### src/rtl/srv_ifill_pkg.sv
// Shared types and constants for the instruction line-fill unit.
// A line is four 32-bit words fetched one beat at a time.
package srv_ifill_pkg;

   typedef enum logic [1:0] {
      IDLE = 2'd0,
      FILL = 2'd1,
      RESP = 2'd2
   } ifill_state_t;

   localparam int LINE_WORDS = 4;
   localparam int LINE_W     = 128;
   localparam int BEAT_W     = 2;
   localparam int WORD_W     = 32;

   localparam logic [31:0] LINE_MASK = 32'hFFFF_FFFC;

   // Line base of a word address: the two beat-select bits are forced to zero.
   function automatic logic [31:0] line_base(input logic [31:0] addr);
      return addr & LINE_MASK;
   endfunction

endpackage

### src/rtl/srv_ifill.sv
// Line-fill unit: turns one line request into four sequential word reads and
// returns the assembled 128-bit line, with an optional last-line bypass buffer.
module srv_ifill
   import srv_ifill_pkg::*;
#(
   parameter bit BUF_EN = 1'b1
) (
   input  logic          clk,
   input  logic          rst_n,
   input  logic          ext_req_i,
   input  logic [31:0]   ext_addr_i,
   output logic          ext_rsp_o,
   output logic [127:0]  ext_data_o,
   output logic          busy_o,
   output logic          mem_req_o,
   output logic [31:0]   mem_addr_o,
   input  logic          mem_ack_i,
   input  logic [31:0]   mem_rdata_i
);

   ifill_state_t        r_state;
   logic [31:0]         r_line_addr;
   logic [BEAT_W-1:0]   r_beat;
   logic [31:0]         r_buf_addr;
   logic                r_buf_valid;
   logic                r_rsp;
   logic                r_busy;
   logic                r_mem_req;
   logic [LINE_W-1:0]   r_line;

   logic [31:0]         w_req_line;
   logic                w_hit;
   logic                w_beat_ack;

   assign w_req_line = line_base(ext_addr_i);
   assign w_hit      = BUF_EN && r_buf_valid && (w_req_line == r_buf_addr);
   // Acks outside FILL must never touch the beat counter or the line register.
   assign w_beat_ack = (r_state == FILL) && mem_ack_i;

   always_ff @(posedge clk or negedge rst_n) begin
      if (!rst_n) begin
         r_state     <= IDLE;
         r_line_addr <= '0;
         r_beat      <= '0;
         r_buf_addr  <= '0;
         r_buf_valid <= 1'b0;
         r_rsp       <= 1'b0;
         r_busy      <= 1'b0;
         r_mem_req   <= 1'b0;
      end else begin
         case (r_state)
            IDLE: begin
               if (ext_req_i) begin
                  r_line_addr <= w_req_line;
                  r_busy      <= 1'b1;
                  if (w_hit) begin
                     r_state <= RESP;
                     r_rsp   <= 1'b1;
                  end else begin
                     // The line register is about to be overwritten, so the
                     // buffered copy stops being valid right now.
                     r_beat      <= '0;
                     r_buf_valid <= 1'b0;
                     r_state     <= FILL;
                     r_mem_req   <= 1'b1;
                  end
               end
            end
            FILL: begin
               if (mem_ack_i) begin
                  r_beat <= r_beat + 2'd1;
                  if (r_beat == 2'd3) begin
                     if (BUF_EN) begin
                        r_buf_addr  <= r_line_addr;
                        r_buf_valid <= 1'b1;
                     end
                     r_mem_req <= 1'b0;
                     r_rsp     <= 1'b1;
                     r_state   <= RESP;
                  end
               end
            end
            RESP: begin
               r_rsp   <= 1'b0;
               r_busy  <= 1'b0;
               r_state <= IDLE;
            end
            default: begin
               r_rsp     <= 1'b0;
               r_busy    <= 1'b0;
               r_mem_req <= 1'b0;
               r_state   <= IDLE;
            end
         endcase
      end
   end

   // Line register doubles as the bypass buffer payload.
   always_ff @(posedge clk or negedge rst_n) begin
      if (!rst_n) begin
         r_line <= '0;
      end else if (w_beat_ack) begin
         r_line[r_beat*WORD_W +: WORD_W] <= mem_rdata_i;
      end
   end

   assign ext_rsp_o  = r_rsp;
   assign ext_data_o = r_line;
   assign busy_o     = r_busy;
   assign mem_req_o  = r_mem_req;
   assign mem_addr_o = r_line_addr | {30'd0, r_beat};

endmodule

### config.mk
export PLATFORM = sky130hd
export DESIGN_NAME = srv_ifill
export DESIGN_NICKNAME = d
export VERILOG_FILES = /design/src/rtl/srv_ifill_pkg.sv /design/src/rtl/srv_ifill.sv
export SDC_FILE = /design/constraint.sdc
export NUM_CORES = 1
export LEC_CHECK = 0
export CORE_MARGIN = 10
export CORE_UTILIZATION = 47
export DETAILED_ROUTE_END_ITERATION = 8
export GPL_TIMING_DRIVEN = 0
export PLACE_DENSITY = 0.81
export SYNTH_ARGS = -nofsm -noshare
export SYNTH_HDL_FRONTEND = slang
export SYNTH_SLANG_ARGS = --single-unit
### constraint.sdc
create_clock -name clk -period 2.74 [get_ports clk]
set_input_delay 0.274 -clock clk [delete_from_list [all_inputs] [get_ports clk]]
set_output_delay 0.274 -clock clk [all_outputs]
set_load 0.005 [all_outputs]
==> results.md, run 1 <==
### Synthesis
• most frequent cells after synthesis: 289 x sky130_fd_sc_hd__nand2_1, 196 x sky130_fd_sc_hd__dfrtp_1, 101 x sky130_fd_sc_hd__o21ai_0
• most area-hungry cell type in the Yosys netlist: sky130_fd_sc_hd__dfrtp_1
• synthesized instance count: 769
• flop and latch count out of synthesis: 196
• proportion of synthesized flip-flops having asynchronous set or reset: 1.00
• top-count cell post-synth: sky130_fd_sc_hd__nand2_1
• share of synthesized area occupied by flip-flops and latches: 0.620
• synth unique cells: 30
• Mapped Area: 7910 µm²
• Primary FF master, synth: sky130_fd_sc_hd__dfrtp_1
• number of enable flip-flop cells after synthesis: 0
• Avg Inst Size Synth: 10.3 µm²
• Mapped Nets: 843
• top area cells in the synthesized netlist: sky130_fd_sc_hd__dfrtp_1 62%, sky130_fd_sc_hd__nand2_1 14%, sky130_fd_sc_hd__o21ai_0 6.4%
• count of synthesis-stage warnings from yosys: 0
• top cell type's share of synthesized area: 0.620

### Place
• count of placed standard cells including taps: 1218
• IO buf count: 228
• gp weighted congestion: 0.841
• pre-CTS setup slack: 0.0331 ns
• HPWL reported at the end of detailed placement: 17500 µm
• area of placed instances: 10500 µm²

### Die
• initial standard-cell utilization of the core: 0.479
• CORE AREA: 16500 µm²
• number of top-level design ports: 231
• Die Span X: 150 µm
• die height: 150 µm
• Site Rows: 47
• DIE AREA: 22400 µm²

### Pwr
• fraction of power spent switching nets: 0.329
• net load switching power: 3.83 mW
• Clock Power Share: 0.200
• share of power burned in combinational logic: 0.392
• worst ir drop on vdd: 0.000504 V
• internal portion of total power: 7.82 mW
• pwr/cell area: 1050 nW/µm²
• leakage power of the design: 4.94 nW
• sequential cell fraction of total power: 0.408
• Overall Power: 11.7 mW

### STA
• slew at the pin closest to its max-slew limit: 0.744 ns
• final setup skew: 0.00611 ns
• Final setup viols: 0
• post-route setup TNS: 0 ns
• Slew HR: 0.504
• pins over their slew limit: 0
• time the final worst path needs with I/O delays and setup: 2.48 ns
• Setup WS post-layout: 0.259 ns
• Final Hold Vio Count: 0
• RSZ-0062 raised after global routing: yes
• Max Freq: 403 MHz
• Worst Hold Slack: 0.430 ns
• final worst-path cycle share: 0.905

### Cells and area
• Area Overhead vs Synth: 39.9%
• non-filler cells, final: 1249
• number of nets at the end of the flow: 1092
• n_diodes: 0
• fraction of final layout cells sized beyond drive strength 1: 0.0729
• number of fill cells: 1307
• share of the core filled with cells in the final layout: 0.670
• final standard cell area without fillers: 11100 µm²

### Global routing
• initial antenna violation count: 1
• GR Util All Layers: 0.209
• number of global-route vias before repair: 6531
• first-pass GRT wire length: 36500 µm
• pin count of the biggest net entering global routing: 101
• leftover overflow at the end of global routing: 0

### Route
• aggregate routed wire length: 23400 µm
• average wire per cell in the routed design: 18.8 µm
• detailed-route vias per instance: 5.10
• vias: 6372
• Routed Antenna Nets: 0
• DRC Markers: 0
• initial detailed-routing violation count: 404
• DR pass1 iterations: 6

### Clock network
• number of sinks driven by the clock tree: 196
• clock latency reported for the late side of the worst-skew pair: 0.42 ns
• total setup buffers inserted after CTS: 0
• root buffer selected by CTS: sky130_fd_sc_hd__clkbuf_16
• Clock Path Buffers: 2
• CTS tree: done
• Num CTS Buffers: 17
• clock-pin slew of the registers on the worst-case setup and hold paths: 0.06 ns
• H-tree levels: 4

### Job
• max-capacitance violation count: 0

### Worst setup path
• element type at the critical path start: flip-flop
• Critical path origin: r_beat[0]$_DFFE_PN0P_
• critical path type: flip-flop to flip-flop
• setup slack, reg-to-reg: 0.26 ns
• end of the worst register-to-register path: ext_data_o[3]$_DFFE_PN0P_
• last element of the critical path: ext_data_o[3]$_DFFE_PN0P_
• critical path data required time: 3.07 ns
• Crit Path Max Fanout: 10
• Data arrival, critical path: 2.81 ns
• reg-to-reg critical path startpoint: r_beat[0]$_DFFE_PN0P_
• worst reg2reg path depth: 8
• Setup crit end kind: flip-flop

### Min path
• worst hold path class: primary input to flip-flop

### Status
• run status: finished clean

## flip-flops by register name (all words and copies together), names as in the netlist
| name | count |
|---|---|
| ext_data_o | 128 |
| r_buf_addr | 30 |
| r_line_addr | 30 |
| r_beat | 2 |
| r_state | 2 |
| busy_o | 1 |
| ext_rsp_o | 1 |
| mem_req_o | 1 |
| r_buf_valid | 1 |
## final cells by class
class / instances / area, µm² / share of cell area
flip-flops and latches: 196 / 4900 / 0.443
multi-input cells: 522 / 2810 / 0.254
repair buffers: 230 / 2320 / 0.210
clock buffers: 23 / 468 / 0.0423
well taps: 220 / 275 / 0.0249
plain buffers: 45 / 181 / 0.0164
clock inverters: 7 / 76.3 / 0.00690
inverters: 6 / 22.5 / 0.00204
## how the worst min path moves through the flow
stage | from | endpoint | slack, ns | cells past startpoint
after floorplan | rst_n | busy_o$_DFFE_PN0P_ | -0.02 | 0
after global placement | ext_data_o[107]$_DFFE_PN0P_ | ext_data_o[107]$_DFFE_PN0P_ | 0.46 | 2
after detailed placement | rst_n | ext_data_o[72]$_DFFE_PN0P_ | 0.36 | 1
after CTS | ext_addr_i[25] | r_line_addr[25]$_DFFE_PN0P_ | 0.42 | 3
after global routing | ext_addr_i[28] | r_line_addr[28]$_DFFE_PN0P_ | 0.42 | 3
final | ext_addr_i[25] | r_line_addr[25]$_DFFE_PN0P_ | 0.43 | 3
## what timing repair did
item                       4_1_cts  5_1_grt
hold endpoints to repair        99        0
hold buffers                     1        0
setup endpoints to repair        0       50
resized for setup                0        4
## logic make-up (layout without fill, tap and decap cells)
kind of cell	after synthesis	count (layout)	synth area share
adder cells (fa/ha/maj)	6	6	0.00949
AND/OR/NAND/NOR	312	312	0.159
buffers and inverters	51	311	0.0256
flip-flops	196	196	0.620
AO/OA/AOI/OAI	143	143	0.109
XOR/XNOR	30	30	0.0332
multiplexers	31	31	0.0440
## per-layer routing
metal,up-vias,GRT usage,routed length [µm]
li1,3039,-,-
met1,3095,0.255,9590
met2,216,0.341,11200
met3,20,0.0836,2300
met4,2,0.0466,266
met5,-,0,13
## power by group through the flow
stage	Clock (mW)	Combinational, mW	Sequential [mW]
final	2.33	4.57	4.75
after global routing	2.50	5.06	4.89
after CTS	2.37	4.65	4.75
after detailed placement	0	4.62	4.80
after global placement	0	4.51	4.75
after floorplan	0	1.81	4.77
## worst max-delay path, cell delays in order, from the launching register on
cell and delay, ns:
sky130_fd_sc_hd__dfrtp_1 0.52, sky130_fd_sc_hd__inv_1 0.24, sky130_fd_sc_hd__ha_1 0.39, sky130_fd_sc_hd__inv_1 0.15
sky130_fd_sc_hd__and3_1 0.17, sky130_fd_sc_hd__clkbuf_1 0.27, sky130_fd_sc_hd__clkbuf_1 0.39, sky130_fd_sc_hd__nand2_1 0.09
sky130_fd_sc_hd__o21ai_0 0.17
## cell usage in the layout (no fill, tap or decap), types with 2 or more instances in the layout
master	count
sky130_fd_sc_hd__xor2_1	20
sky130_fd_sc_hd__inv_1	6
sky130_fd_sc_hd__clkinv_4	2
sky130_fd_sc_hd__nor4_4	2
sky130_fd_sc_hd__nor4_1	5
sky130_fd_sc_hd__dfrtp_1	196
sky130_fd_sc_hd__a22o_1	33
sky130_fd_sc_hd__a31o_2	2
sky130_fd_sc_hd__xnor2_1	10
sky130_fd_sc_hd__o21ai_0	101
sky130_fd_sc_hd__ha_1	6
sky130_fd_sc_hd__mux2_2	30
sky130_fd_sc_hd__clkbuf_1	39
sky130_fd_sc_hd__clkbuf_16	17
sky130_fd_sc_hd__a21oi_1	2
sky130_fd_sc_hd__clkbuf_8	2
sky130_fd_sc_hd__nor3_2	2
sky130_fd_sc_hd__clkdlybuf4s50_1	227
sky130_fd_sc_hd__clkinvlp_4	2
sky130_fd_sc_hd__and2_1	2
sky130_fd_sc_hd__buf_2	9
sky130_fd_sc_hd__nand2_1	289
sky130_fd_sc_hd__nor2_1	3
sky130_fd_sc_hd__nand4_1	4
Note: power is estimated with default switching activity, not from simulation.
==> run 2, diff against run 1 <==
--- a/config.mk
+++ b/config.mk
@@ -10,6 +10,7 @@
 export DETAILED_ROUTE_END_ITERATION = 8
 export GPL_TIMING_DRIVEN = 0
 export PLACE_DENSITY = 0.81
+export SLEW_MARGIN = 20
 export SYNTH_ARGS = -nofsm -noshare
 export SYNTH_HDL_FRONTEND = slang
 export SYNTH_SLANG_ARGS = --single-unit
==> run 2 against run 1 <==
Net effect: global-route usage is essentially flat; flip-flop and latch count is the same; final cell count grew 0.24%; hold slack lost 0.23 ns; sequential power is essentially flat; routed wire length shrank 0.25%; first-iteration DRC count shrank 13%; critical endpoint is now ext_data_o[17]$_DFFE_PN0P_; die area is the same; clock power grew 6%; critical path depth is the same.
==> results.md, run 2 (synthesis results as in run 1) <==
### Status
• run status: finished clean

### Worst setup path
• critical path cell sequence: inv_1, ha_1, inv_1, and3_1, clkbuf_1, clkbuf_1, nand2_1, o21ai_0
• count of buffer and inverter cells on the critical path: 4
• Setup crit end kind: flip-flop
• worst reg2reg path depth: 8
• slowest cell on the critical path: sky130_fd_sc_hd__dfrtp_1
• critical path's top delay family: buffers and inverters
• Data arrival, critical path: 2.85 ns
• critical path data required time: 3.09 ns
• Crit Path Max Fanout: 10
• setup slack, reg-to-reg: 0.24 ns
• end of the worst register-to-register path: ext_data_o[17]$_DFFE_PN0P_
• reg-to-reg critical path startpoint: r_beat[0]$_DFFE_PN0P_
• largest stage delay on the critical path: 0.52 ns
• element type at the critical path start: flip-flop
• critical path type: flip-flop to flip-flop

### Route
• DRC Markers: 0
• vias: 6442
• DR pass1 iterations: 5
• initial detailed-routing violation count: 350
• average wire per cell in the routed design: 18.7 µm
• detailed-route vias per instance: 5.15
• aggregate routed wire length: 23400 µm
• Routed Antenna Nets: 0

### STA
• Setup WS post-layout: 0.237 ns
• slew at the pin closest to its max-slew limit: 0.574 ns
• time the final worst path needs with I/O delays and setup: 2.50 ns
• final setup skew: 0.00746 ns
• Slew HR: 0.617
• RSZ-0062 raised after global routing: yes
• Final Hold Vio Count: 0
• final worst-path cycle share: 0.913
• pins over their slew limit: 0
• Max Freq: 400 MHz
• Final setup viols: 0

### Die
• DIE AREA: 22400 µm²
• CORE AREA: 16500 µm²
• initial standard-cell utilization of the core: 0.479
• Die Span X: 150 µm
• die height: 150 µm
• Site Rows: 47
• number of top-level design ports: 231

### Cells and area
• Area Overhead vs Synth: 40.8%
• n_diodes: 0
• multi-input logic area: 2810 µm²
• number of fill cells: 1297
• most common library cell in the layout ignoring fill and taps: sky130_fd_sc_hd__nand2_1
• number of flip-flops under the largest register name: 128
• most used cells in the layout excluding fill and tap cells: 289 x sky130_fd_sc_hd__nand2_1, 227 x sky130_fd_sc_hd__clkdlybuf4s50_1, 196 x sky130_fd_sc_hd__dfrtp_1, 101 x sky130_fd_sc_hd__o21ai_0, 35 x sky130_fd_sc_hd__clkbuf_1
• fraction of final layout cells sized beyond drive strength 1: 0.0795
• share of the core filled with cells in the final layout: 0.674
• number of nets at the end of the flow: 1093
• Register Area: 4900 µm²

### Global routing
• GR Util All Layers: 0.209
• met3 global-route usage: 0.0752
• met1 Resource Use GR: 0.259
• pin count of the biggest net entering global routing: 100
• number of global-route vias before repair: 6481
• initial antenna violation count: 0
• leftover overflow at the end of global routing: 0
• first-pass GRT wire length: 36500 µm
• gr busiest metal: met2
• Global Route met2 Usage: 0.335

### Clock network
• CTS tree: done
• clock-pin slew of the registers on the worst-case setup and hold paths: 0.08 ns
• total setup buffers inserted after CTS: 0
• clock latency reported for the late side of the worst-skew pair: 0.43 ns
• number of sinks driven by the clock tree: 196
• H-tree levels: 4
• Clock Path Buffers: 2
• Num CTS Buffers: 17
• root buffer selected by CTS: sky130_fd_sc_hd__clkbuf_16

### Min path
• worst hold path class: primary input to asynchronous set/reset pin

### Pwr
• worst ir drop on vdd: 0.000588 V
• leakage power of the design: 4.96 nW
• pwr/cell area: 1060 nW/µm²
• Overall Power: 11.8 mW

### Job
• max-capacitance violation count: 0

### Place
• gp weighted congestion: 0.841
• IO buf count: 228
• pre-CTS setup slack: 0.0435 ns
• HPWL reported at the end of detailed placement: 17500 µm

run 2: cell count changes in the layout (fill, tap and decap cells not counted), sizes merged:
| cell | previous run | this run |
|---|---|---|
| clkinv | 3 | 2 |
| inv | 7 | 11 |
| clkinvlp | 2 | 6 |
| clkbuf | 59 | 54 |
| buf | 11 | 12 |
run 2: metrics by stage:
stage | area [µm²] | setup TNS [ns] | std cells | hold slack (ns)
after global placement | 10500 | -1301.75 | 1217 | 0.461
final | 11100 | 0 | 1252 | 0.202
after CTS | 11100 | 0 | 1252 | 0.185
after floorplan | 7910 | 0 | 769 | -0.0216
after global routing | 11100 | -0.286 | 1252 | 0.202
after detailed placement | 10500 | 0 | 1219 | 0.0505
run 2: worst max-delay path by stage:
| stage | start | to | slack [ns] | depth (start not counted) |
|---|---|---|---|---|
| after floorplan | r_beat[0]$_DFFE_PN0P_ | ext_data_o[86]$_DFFE_PN0P_ | 0.77 | 7 |
| after CTS | r_beat[0]$_DFFE_PN0P_ | ext_data_o[83]$_DFFE_PN0P_ | 0.01 | 7 |
| final | r_beat[0]$_DFFE_PN0P_ | ext_data_o[17]$_DFFE_PN0P_ | 0.24 | 8 |
| after global routing | r_beat[0]$_DFFE_PN0P_ | ext_data_o[6]$_DFFE_PN0P_ | -0.05 | 8 |
| after global placement | rst_n | r_line_addr[3]$_DFFE_PN0P_ | -6.65 | 1 |
| after detailed placement | r_beat[0]$_DFFE_PN0P_ | ext_data_o[83]$_DFFE_PN0P_ | 0.04 | 7 |
run 2: worst register-to-register path: stages (launching register included):
cell and delay, ns:
sky130_fd_sc_hd__dfrtp_1 0.52, sky130_fd_sc_hd__inv_1 0.24, sky130_fd_sc_hd__ha_1 0.40, sky130_fd_sc_hd__inv_1 0.15
sky130_fd_sc_hd__and3_1 0.16, sky130_fd_sc_hd__clkbuf_1 0.28, sky130_fd_sc_hd__clkbuf_1 0.42, sky130_fd_sc_hd__nand2_1 0.09
sky130_fd_sc_hd__o21ai_0 0.17
run 2: power breakdown:
group / switching [mW] / leakage (nW) / total (mW) / internal, mW
Clock: 1.16 / 0.269 / 2.46 / 1.31
Combinational: 2.07 / 2.06 / 4.57 / 2.50
Sequential: 0.720 / 2.63 / 4.75 / 4.03
run 2: final cells by class:
class / count / area share
sequential: 196 / 0.440
multi-input combinational: 522 / 0.253
timing repair buffer: 231 / 0.211
clock buffer: 18 / 0.0394
tap: 220 / 0.0247
buffer: 45 / 0.0163
clock inverter: 14 / 0.0131
inverter: 6 / 0.00202
run 2: repair_timing:
item                                    4_1_cts  5_1_grt
resized for setup                             0        4
hold buffers                                  1        0
endpoints found under the setup margin        0       48
endpoints found under the hold margin        99        0
run 2: per-layer routing:
layer	wire [µm]	vias up	share of wire
li1	-	3047	-
met1	9690	3150	0.41
met2	11100	216	0.47
met3	2210	29	0.095
met4	378	0	0.016
met5	0	-	0
==> run 3, diff against run 2 <==
--- a/config.mk
+++ b/config.mk
@@ -5,9 +5,10 @@
 export SDC_FILE = /design/constraint.sdc
 export NUM_CORES = 1
 export LEC_CHECK = 0
-export CORE_MARGIN = 10
+export CORE_MARGIN = 1
 export CORE_UTILIZATION = 47
 export DETAILED_ROUTE_END_ITERATION = 8
+export GPL_ROUTABILITY_DRIVEN = 0
 export GPL_TIMING_DRIVEN = 0
 export PLACE_DENSITY = 0.81
 export SLEW_MARGIN = 20
==> run 3 against run 2 <==
Net effect: setup slack got worse by 0.032 ns; final cell count barely moved; largest power group unchanged; maximum frequency fell by 1.3%; via count rose by 0.12%; sequential power barely moved; register-to-register slack got worse by 0.03 ns; cell area rose by 0.31%; die area fell by 23%; combinational power fell by 2%.
==> results.md, run 3 (synthesis results as in run 1) <==
### Worst setup path
• Crit Path Max Fanout: 10
• critical path cell sequence: inv_1, ha_1, nor3_1, clkbuf_1, nand2_1, o21ai_0
• critical path type: flip-flop to flip-flop
• Setup crit end kind: flip-flop
• slowest cell on the critical path: sky130_fd_sc_hd__nor3_1
• critical path data required time: 3.08 ns
• element type at the critical path start: flip-flop
• Data arrival, critical path: 2.87 ns
• largest stage delay on the critical path: 0.57 ns
• setup slack, reg-to-reg: 0.20 ns

### Clock network
• H-tree levels: 4
• clock latency reported for the late side of the worst-skew pair: 0.44 ns
• number of sinks driven by the clock tree: 196
• clock-pin slew of the registers on the worst-case setup and hold paths: 0.07 ns
• Clock Path Buffers: 2
• CTS tree: done
• root buffer selected by CTS: sky130_fd_sc_hd__clkbuf_16
• Num CTS Buffers: 17

### Cells and area
• number of fill cells: 1261
• most common library cell in the layout ignoring fill and taps: sky130_fd_sc_hd__nand2_1
• Area Overhead vs Synth: 41.2%
• most used cells in the layout excluding fill and tap cells: 289 x sky130_fd_sc_hd__nand2_1, 227 x sky130_fd_sc_hd__clkdlybuf4s50_1, 196 x sky130_fd_sc_hd__dfrtp_1, 101 x sky130_fd_sc_hd__o21ai_0, 34 x sky130_fd_sc_hd__clkbuf_1
• multi-input logic area: 2810 µm²
• non-filler cells, final: 1251
• fraction of final layout cells sized beyond drive strength 1: 0.0786
• number of flip-flops under the largest register name: 128
• number of nets at the end of the flow: 1093
• n_diodes: 0
• Register Area: 4900 µm²

### STA
• Worst Hold Slack: 0.200 ns
• RSZ-0062 raised after global routing: no
• final worst-path cycle share: 0.925
• Max Freq: 394 MHz
• Slew HR: 0.559
• pins over their slew limit: 0
• Final Hold Vio Count: 0
• time the final worst path needs with I/O delays and setup: 2.54 ns
• Final setup viols: 0
• slew at the pin closest to its max-slew limit: 0.656 ns
• final setup skew: 0.00920 ns

### Global routing
• initial antenna violation count: 0
• leftover overflow at the end of global routing: 0
• first-pass GRT wire length: 35000 µm
• pin count of the biggest net entering global routing: 101
• number of global-route vias before repair: 6471
• GR Util All Layers: 0.261

### Die
• Die Span X: 132 µm
• DIE AREA: 17400 µm²
• Site Rows: 47
• initial standard-cell utilization of the core: 0.479
• die height: 132 µm
• CORE AREA: 16500 µm²
• number of top-level design ports: 231

### Place
• IO buf count: 228
• HPWL reported at the end of detailed placement: 15500 µm
• count of placed standard cells including taps: 1219

### Pwr
• worst ir drop on vdd: 0.000548 V
• Overall Power: 11.9 mW
• pwr/cell area: 1070 nW/µm²
• leakage power of the design: 4.99 nW

### Route
• initial detailed-routing violation count: 367
• vias: 6450
• aggregate routed wire length: 21500 µm
• detailed-route vias per instance: 5.16
• DRC Markers: 0
• average wire per cell in the routed design: 17.2 µm
• DR pass1 iterations: 6
• Routed Antenna Nets: 0

### Job
• max-capacitance violation count: 0

### Min path
• worst hold path class: primary input to asynchronous set/reset pin

### Status
• run status: finished clean

==> run 3: worst max-delay path: cells and delay by family (launching register included) <==
| kind | cells | cell delay (ns) |
|---|---|---|
| buf+inv | 2 | 0.69 |
| flops | 1 | 0.51 |
| compound gates | 1 | 0.20 |
| fa+ha+maj | 1 | 0.37 |
| simple gates | 2 | 0.66 |
==> run 3: through the flow <==
step	util	setup slack [ns]	area, µm²	setup TNS [ns]
2_1_floorplan	-	0.771	7910	0
3_3_place_gp	0.634	-6.64	10500	-1299.23
3_5_place_dp	0.637	0.0217	10500	0
4_1_cts	0.676	0.167	11200	0
5_1_grt	0.676	0.00928	11200	0
6_report	0.676	0.205	11200	0
==> run 3: layer usage <==
layer	wire length (µm)	track usage
met2	10200	0.422
met1	9320	0.334
met4	510	0.0982
met3	1440	0.0738
met5	0	0
==> run 3: final cells by class <==
class / count / share of cell area
plain buffers: 45 / 0.0164
clock buffers: 17 / 0.0381
clock inverters: 14 / 0.0178
inverters: 6 / 0.00202
multi-input cells: 522 / 0.251
flip-flops and latches: 196 / 0.439
well taps: 220 / 0.0246
repair buffers: 231 / 0.211
==> run 3: report_power, final <==
group / total [mW] / switching, mW / internal, mW / leakage, nW
clock: 2.67 / 1.13 / 1.54 / 0.298
sequential: 4.77 / 0.735 / 4.03 / 2.63
combinational: 4.48 / 1.99 / 2.49 / 2.07
total: 11.9 / 3.86 / 8.06 / 4.99
==> run 3: repair_timing <==
action                                  4_1_cts  5_1_grt
setup buffers                                 0        0
endpoints found under the setup margin        2        2
resized for setup                             1        4
hold endpoints to repair                    100        0
hold buffers                                  1        0
cloned                                        0        0
==> run 3: final timing paths <==
check | start | end | cells after the start
worst min-delay path | rst_n | ext_data_o[68]$_DFFE_PN0P_ | 2
worst min register to register | ext_data_o[21]$_DFFE_PN0P_ | ext_data_o[21]$_DFFE_PN0P_ | 2
worst max-delay path | r_beat[0]$_DFFE_PN0P_ | ext_data_o[113]$_DFFE_PN0P_ | 6
worst max register to register | r_beat[0]$_DFFE_PN0P_ | ext_data_o[113]$_DFFE_PN0P_ | 6
min in group clk | ext_addr_i[6] | r_line_addr[6]$_DFFE_PN0P_ | 3
max in group asynchronous | rst_n | r_line_addr[10]$_DFFE_PN0P_ | 4
